`config.mk`:
```
export PLATFORM = sky130hd
export DESIGN_NAME = mlcla_serial_add64
export DESIGN_NICKNAME = d
export VERILOG_FILES = /design/src/rtl/mlcla_serial_add64_pkg.sv /design/src/rtl/mlcla_serial_add64_mlcladder.sv /design/src/rtl/mlcla_serial_add64.sv
export SDC_FILE = /design/constraint.sdc
export NUM_CORES = 1
export LEC_CHECK = 0
export CAP_MARGIN = 10
export CORE_MARGIN = 10
export CORE_UTILIZATION = 65
export CTS_BUF_LIST = sky130_fd_sc_hd__clkbuf_2 sky130_fd_sc_hd__clkbuf_4 sky130_fd_sc_hd__clkbuf_8
export DETAILED_ROUTE_END_ITERATION = 10
export DONT_BUFFER_PORTS = 1
export GPL_TIMING_DRIVEN = 0
export PLACE_DENSITY = 0.78
export SLEW_MARGIN = 10
export SYNTH_ARGS = -nofsm -noshare
export SYNTH_HDL_FRONTEND = slang
export SYNTH_SLANG_ARGS = --single-unit
```
`constraint.sdc`:
```
create_clock -name clk -period 12.45 [get_ports clk]
set_clock_uncertainty 0.1 [all_clocks]
set_input_delay 2.49 -clock clk [delete_from_list [all_inputs] [get_ports clk]]
set_output_delay 2.49 -clock clk [all_outputs]
set_load 0.01 [all_outputs]
```
`src/rtl/mlcla_serial_add64_pkg.sv`:
```
// Shared definitions for the slice-serial 64-bit adder: FSM encoding and
// default geometry of the adder slices.
package mlcla_serial_add64_pkg;

  localparam int SLICE_W_DEF  = 16;
  localparam int N_SLICES_DEF = 4;

  typedef enum logic [1:0] {
    ST_IDLE = 2'd0,
    ST_RUN  = 2'd1,
    ST_DONE = 2'd2
  } state_t;

endpackage

```
`src/rtl/mlcla_serial_add64_mlcladder.sv`:
```
// Two-level carry-lookahead adder: 4-bit groups produce group generate and
// propagate terms, and the group carries are resolved from those terms.
module mlcladder #(
  parameter int W = 16
) (
  input  logic [W-1:0] a,
  input  logic [W-1:0] b,
  input  logic         cin,
  output logic [W-1:0] sum,
  output logic         cout
);

  localparam int NG = (W + 3) / 4;
  localparam int WP = NG * 4;

  logic [WP-1:0] a_pad_s;
  logic [WP-1:0] b_pad_s;
  logic [WP-1:0] g_s;
  logic [WP-1:0] p_s;
  logic [NG-1:0] gg_s;
  logic [NG-1:0] gp_s;
  logic [NG:0]   gc_s;
  logic [WP-1:0] c_s;
  logic [WP-1:0] sum_pad_s;

  assign a_pad_s = WP'(a);
  assign b_pad_s = WP'(b);
  assign g_s     = a_pad_s & b_pad_s;
  assign p_s     = a_pad_s ^ b_pad_s;

  // Group generate/propagate, then lookahead over groups, then bit carries.
  always_comb begin
    gg_s      = '0;
    gp_s      = '0;
    gc_s      = '0;
    c_s       = '0;
    sum_pad_s = '0;
    for (int j = 0; j < NG; j++) begin
      gg_s[j] = 1'b0;
      gp_s[j] = 1'b1;
      for (int i = 0; i < 4; i++) begin
        gg_s[j] = g_s[j*4+i] | (p_s[j*4+i] & gg_s[j]);
        gp_s[j] = gp_s[j] & p_s[j*4+i];
      end
    end
    gc_s[0] = cin;
    for (int j = 0; j < NG; j++) begin
      gc_s[j+1] = gg_s[j] | (gp_s[j] & gc_s[j]);
    end
    for (int j = 0; j < NG; j++) begin
      c_s[j*4] = gc_s[j];
      for (int i = 1; i < 4; i++) begin
        c_s[j*4+i] = g_s[j*4+i-1] | (p_s[j*4+i-1] & c_s[j*4+i-1]);
      end
    end
    sum_pad_s = p_s ^ c_s;
  end

  assign sum  = sum_pad_s[W-1:0];
  // Padding bits have p=g=0, so the carry out of bit W-1 sits in c_s[W] or gc_s[NG].
  assign cout = (W == WP) ? gc_s[NG] : c_s[W % WP];

endmodule

```
`src/rtl/mlcla_serial_add64.sv`:
```
// Slice-serial adder: one mlcladder slice per cycle, carry chained through
// a register, result held until the consumer takes it.
module mlcla_serial_add64
  import mlcla_serial_add64_pkg::*;
#(
  parameter int SLICE_W  = SLICE_W_DEF,
  parameter int N_SLICES = N_SLICES_DEF,
  localparam int TW      = SLICE_W * N_SLICES
) (
  input  logic          clk,
  input  logic          rst,
  input  logic          in_valid,
  output logic          in_ready,
  input  logic [TW-1:0] a,
  input  logic [TW-1:0] b,
  input  logic          cin,
  output logic          out_valid,
  input  logic          out_ready,
  output logic [TW-1:0] sum,
  output logic          cout,
  output logic          busy
);

  localparam int IDX_W = (N_SLICES > 1) ? $clog2(N_SLICES) : 1;
  localparam logic [IDX_W-1:0] LAST_IDX = IDX_W'(N_SLICES - 1);

  state_t              state_r;
  logic [TW-1:0]       a_r;
  logic [TW-1:0]       b_r;
  logic                carry_r;
  logic [IDX_W-1:0]    idx_r;
  logic [TW-1:0]       sum_r;
  logic                cout_r;
  logic                in_ready_r;
  logic                out_valid_r;
  logic                busy_r;
  logic [SLICE_W-1:0]  slice_a_s;
  logic [SLICE_W-1:0]  slice_b_s;
  logic [SLICE_W-1:0]  slice_sum_s;
  logic                slice_cout_s;

  assign slice_a_s = a_r[idx_r*SLICE_W +: SLICE_W];
  assign slice_b_s = b_r[idx_r*SLICE_W +: SLICE_W];

  mlcladder #(.W(SLICE_W)) u_add (
    .a    (slice_a_s),
    .b    (slice_b_s),
    .cin  (carry_r),
    .sum  (slice_sum_s),
    .cout (slice_cout_s)
  );

  // Control FSM, operand capture, per-slice result write-back and handshake flags.
  always_ff @(posedge clk or posedge rst) begin
    if (rst) begin
      state_r     <= ST_IDLE;
      a_r         <= '0;
      b_r         <= '0;
      carry_r     <= 1'b0;
      idx_r       <= '0;
      sum_r       <= '0;
      cout_r      <= 1'b0;
      in_ready_r  <= 1'b1;
      out_valid_r <= 1'b0;
      busy_r      <= 1'b0;
    end else begin
      case (state_r)
        ST_IDLE: begin
          if (in_valid) begin
            a_r        <= a;
            b_r        <= b;
            carry_r    <= cin;
            idx_r      <= '0;
            state_r    <= ST_RUN;
            in_ready_r <= 1'b0;
            busy_r     <= 1'b1;
          end
        end
        ST_RUN: begin
          sum_r[idx_r*SLICE_W +: SLICE_W] <= slice_sum_s;
          carry_r                         <= slice_cout_s;
          if (idx_r == LAST_IDX) begin
            cout_r      <= slice_cout_s;
            idx_r       <= '0;
            state_r     <= ST_DONE;
            busy_r      <= 1'b0;
            out_valid_r <= 1'b1;
          end else begin
            idx_r <= idx_r + IDX_W'(1);
          end
        end
        ST_DONE: begin
          // Retiring edge never accepts a new operand; IDLE must be seen first.
          if (out_ready) begin
            state_r     <= ST_IDLE;
            out_valid_r <= 1'b0;
            in_ready_r  <= 1'b1;
          end
        end
        default: begin
          state_r     <= ST_IDLE;
          idx_r       <= '0;
          in_ready_r  <= 1'b1;
          out_valid_r <= 1'b0;
          busy_r      <= 1'b0;
        end
      endcase
    end
  end

  assign in_ready  = in_ready_r;
  assign out_valid = out_valid_r;
  assign busy      = busy_r;
  assign sum       = sum_r;
  assign cout      = cout_r;

endmodule
```
==> flow_summary_export.csv <==
group,metric,value,unit
layout,area_growth,10.74,%
timing,finalSetupViolations,0,
grt,grt_pass1_vias,6102,
grt,grt_max_degree,106,
timing,max-slew-margin-rel,0.4070,
floorplan,initial_core_util,0.6571,
floorplan,pin_count,201,
synth,synthCells,654,
synth,async_flop_share,1.000,
layout,fin_util,0.7277,
worst_setup_path,r2r-end,"sum[63]",
pwr,leakagePower,4.407,nW
synth,ys_warn_count,0,
clock_tree,h-tree-depth,2,
drt,dr.pass1.iters,4,
synth,synth_area_per_cell,13.84,µm²
place,gp_congestion,0.8340,
synth,synthDistinctLibCells,37,
floorplan,coreArea,0.01377,mm²
worst_setup_path,worst_setup_path_end_kind,"flip-flop",
timing,post-route-period-util,0.3945,
drt,dr_total_vias,5566,
worst_setup_path,critPathMaxFanout,10,
pwr,p_total,3.458,mW
worst_setup_path,max_stage_delay,0.72,ns
floorplan,die_h,138.0,µm
synth,synth_top_area_frac,0.5530,
worst_setup_path,critPathLaunchType,"flip-flop",
clock_tree,post_cts_buffers,0,
worst_setup_path,path_class,"reg -> reg",
timing,fmax,203.6,MHz
synth,synth_most_common_cell,"dfrtp_1",
place,hpwlAfterDp,17.32,mm
layout,fillers,929,
synth,synth_area_leaders,"dfrtp_1, mux2_2, mux4_2, ha_1, nand2_1",
drt,drc,0,
worst_setup_path,cp.required,12.71,ns
floorplan,rows,43,
min_path,min_path_cells,2,
drt,viasPerCell,6.157,
grt,grt_pass1_wl,34.56,mm
synth,yosysSeqAreaShare,0.5559,
clock_tree,cts_sinks,201,
timing,min_period,4.912,ns
drt,drt_iter0_markers,314,
worst_setup_path,path_cells,"clkbuf_1 > clkbuf_1 > mux4_2 > ha_1 > nand2_1 > o21ai_0 > a21oi_1 > o21ba_2 > fa_1 > fa_1 > fa_1 > xor2_1 > o21ai_0",
layout,seq_area,0.005031,mm²
timing,final_max_slew_viol_count,0,
pwr,pwr_density_cell,345.0,mW/mm²
clock_tree,tritoncts,"done",
job,maxCapViolCount,0,
synth,yosys_register_bits,201,
synth,ys_top_cells_by_count,"dfrtp_1, mux2_2, nand2_1, o21ai_0, inv_1",
layout,drive_above_1_share,0.3815,
grt,antenna_found_initial,12,
outcome,status,"finished clean",
timing,worst_pin_slew,0.8895,ns
worst_setup_path,crit_top_cell,"fa_1",
synth,synth-edff-count,0,
layout,nets,858,
floorplan,die-area,0.01904,mm²
layout,multi_input_area,0.003722,mm²
worst_setup_path,rr_startpoint,"idx_r[1]",
drt,post_drt_wl_per_cell,25.44,µm
worst_setup_path,rr_worst_depth,13,
clock_tree,clock_latency,0.52,ns
clock_tree,clock-root-buffer,"clkbuf_8",
drt,finalWirelength,22.99,mm
synth,syn_area,0.009050,mm²
clock_tree,clk_pin_slew,0.05,ns
min_path,hold_path.class,"reg -> reg",
timing,grt_setup_unrepaired,"no",
min_path,holdPathEnd,"in_ready",
clock_tree,cts_hold_buf,0,
synth,dominantRegCellSynth,"dfrtp_1",
pwr,ir_worst_vdd,169.8,µV
synth,synth.largest_area_cell,"dfrtp_1",
worst_setup_path,reg2reg_slack,7.54,ns
timing,tns,0,ns
grt,grt-ovfl-total,0,
grt,grtUsageTotal,0.2412,
worst_setup_path,crit_path_top_delay_cell,"clkbuf_1",
clock_tree,cts_buffers,34,
place,portBuffers,0,
floorplan,die_w,138.0,µm
synth,synth_nets,821,
timing,hold_violations,0,
clock_tree,cts_resized,0,
clock_tree,clock_path_buffers,3,
drt,ant_nets,0,
min_path,hp-start,"in_ready",
worst_setup_path,cp.arrival,5.18,ns
## placed cells by master (no fill, tap or decap), types with 4 or more instances in the layout
master | synthesis | routed
nand4_1 | 5 | 5
dfrtp_1 | 200 | 200
buf_2 | 21 | 21
a21oi_1 | 11 | 11
o21ai_0 | 50 | 50
o21ai_2 | 20 | 20
mux4_2 | 32 | 32
inv_1 | 33 | 32
diode_2 | 0 | 11
clkbuf_4 | 0 | 14
clkbuf_1 | 8 | 8
mux2_2 | 128 | 128
nand2_1 | 72 | 72
ha_1 | 22 | 22
nor2_1 | 7 | 7
fa_1 | 12 | 12
xor2_1 | 4 | 4
clkbuf_8 | 0 | 41
## kinds of logic (layout without fill, tap and decap cells)
logic type,Yosys count,in the layout,synth area share
DFF,201,201,0.5559
and+or+nand+nor,93,93,0.04521
buffers and inverters,66,125,0.03277
muxes,160,160,0.2389
xor gates and xnor gates,4,4,0.003871
other,0,11,0
adders and majority gates,34,34,0.05696
AOI/OAI and AO/OA,96,96,0.06636
## routing by layer
layer / global-route usage / vias up / part of all wire
li1: - / 2412 / -
met1: 0.2701 / 2884 / 0.36
met2: 0.4023 / 217 / 0.50
met3: 0.1054 / 47 / 0.12
met4: 0.08633 / 6 / 0.022
met5: 0 / - / 0.0014
## worst max path at each step
stage	start	to
3_3_place_gp	rst	b_r[34]
2_1_floorplan	rst	a_r[0]
5_1_grt	idx_r[1]	sum[31]
4_1_cts	idx_r[1]	sum[63]
6_report	idx_r[1]	sum[63]
3_5_place_dp	idx_r[1]	sum[63]
## per-stage QoR
step           cell area (µm²)  instances  hold slack (ns)  setup WS (ns)
4_1_cts                   9995        893           0.3964          7.559
5_1_grt                  10010        899           0.3988          7.212
3_3_place_gp              9275        834           0.3815          2.851
2_1_floorplan             9050        654           0.3670          4.379
3_5_place_dp              9310        835           0.3905          7.574
6_report                 10020        904           0.3929          7.538
## registers in the layout, indices dropped and copies added, names as in the netlist
signal / cells
a_r: 64
b_r: 64
busy: 1
carry_r: 1
cout: 1
idx_r: 2
in_ready: 1
out_valid: 1
state_r: 2
sum: 64
## final cells by class
| cell class | count | area share |
|---|---|---|
| diodes | 11 | 0.002747 |
| plain buffers | 33 | 0.01723 |
| clock buffers | 55 | 0.06679 |
| clock inverters | 3 | 0.001498 |
| inverters | 33 | 0.01311 |
| multi-input cells | 387 | 0.3714 |
| flip-flops and latches | 201 | 0.5020 |
| well taps | 180 | 0.02247 |
| repair buffers | 1 | 0.002747 |
## worst max-delay path, delay by kind of cell (launching register included)
family / cells / cell delay (ns)
flip-flops: 1 / 0.38
buffers and inverters: 2 / 1.07
AO/OA/AOI/OAI: 4 / 0.77
XOR/XNOR: 1 / 0.37
AND/OR/NAND/NOR: 1 / 0.06
adder cells (fa/ha/maj): 4 / 1.53
multiplexers: 1 / 0.47
## report_power, final
group	total (mW)	internal (mW)	leakage, nW	switching (mW)
registers	1.16	0.948	2.49	0.209
clock network	0.591	0.338	0.371	0.253
logic	1.71	0.739	1.55	0.971
total	3.46	2.03	4.41	1.43
(Power assumes the default switching activity.)
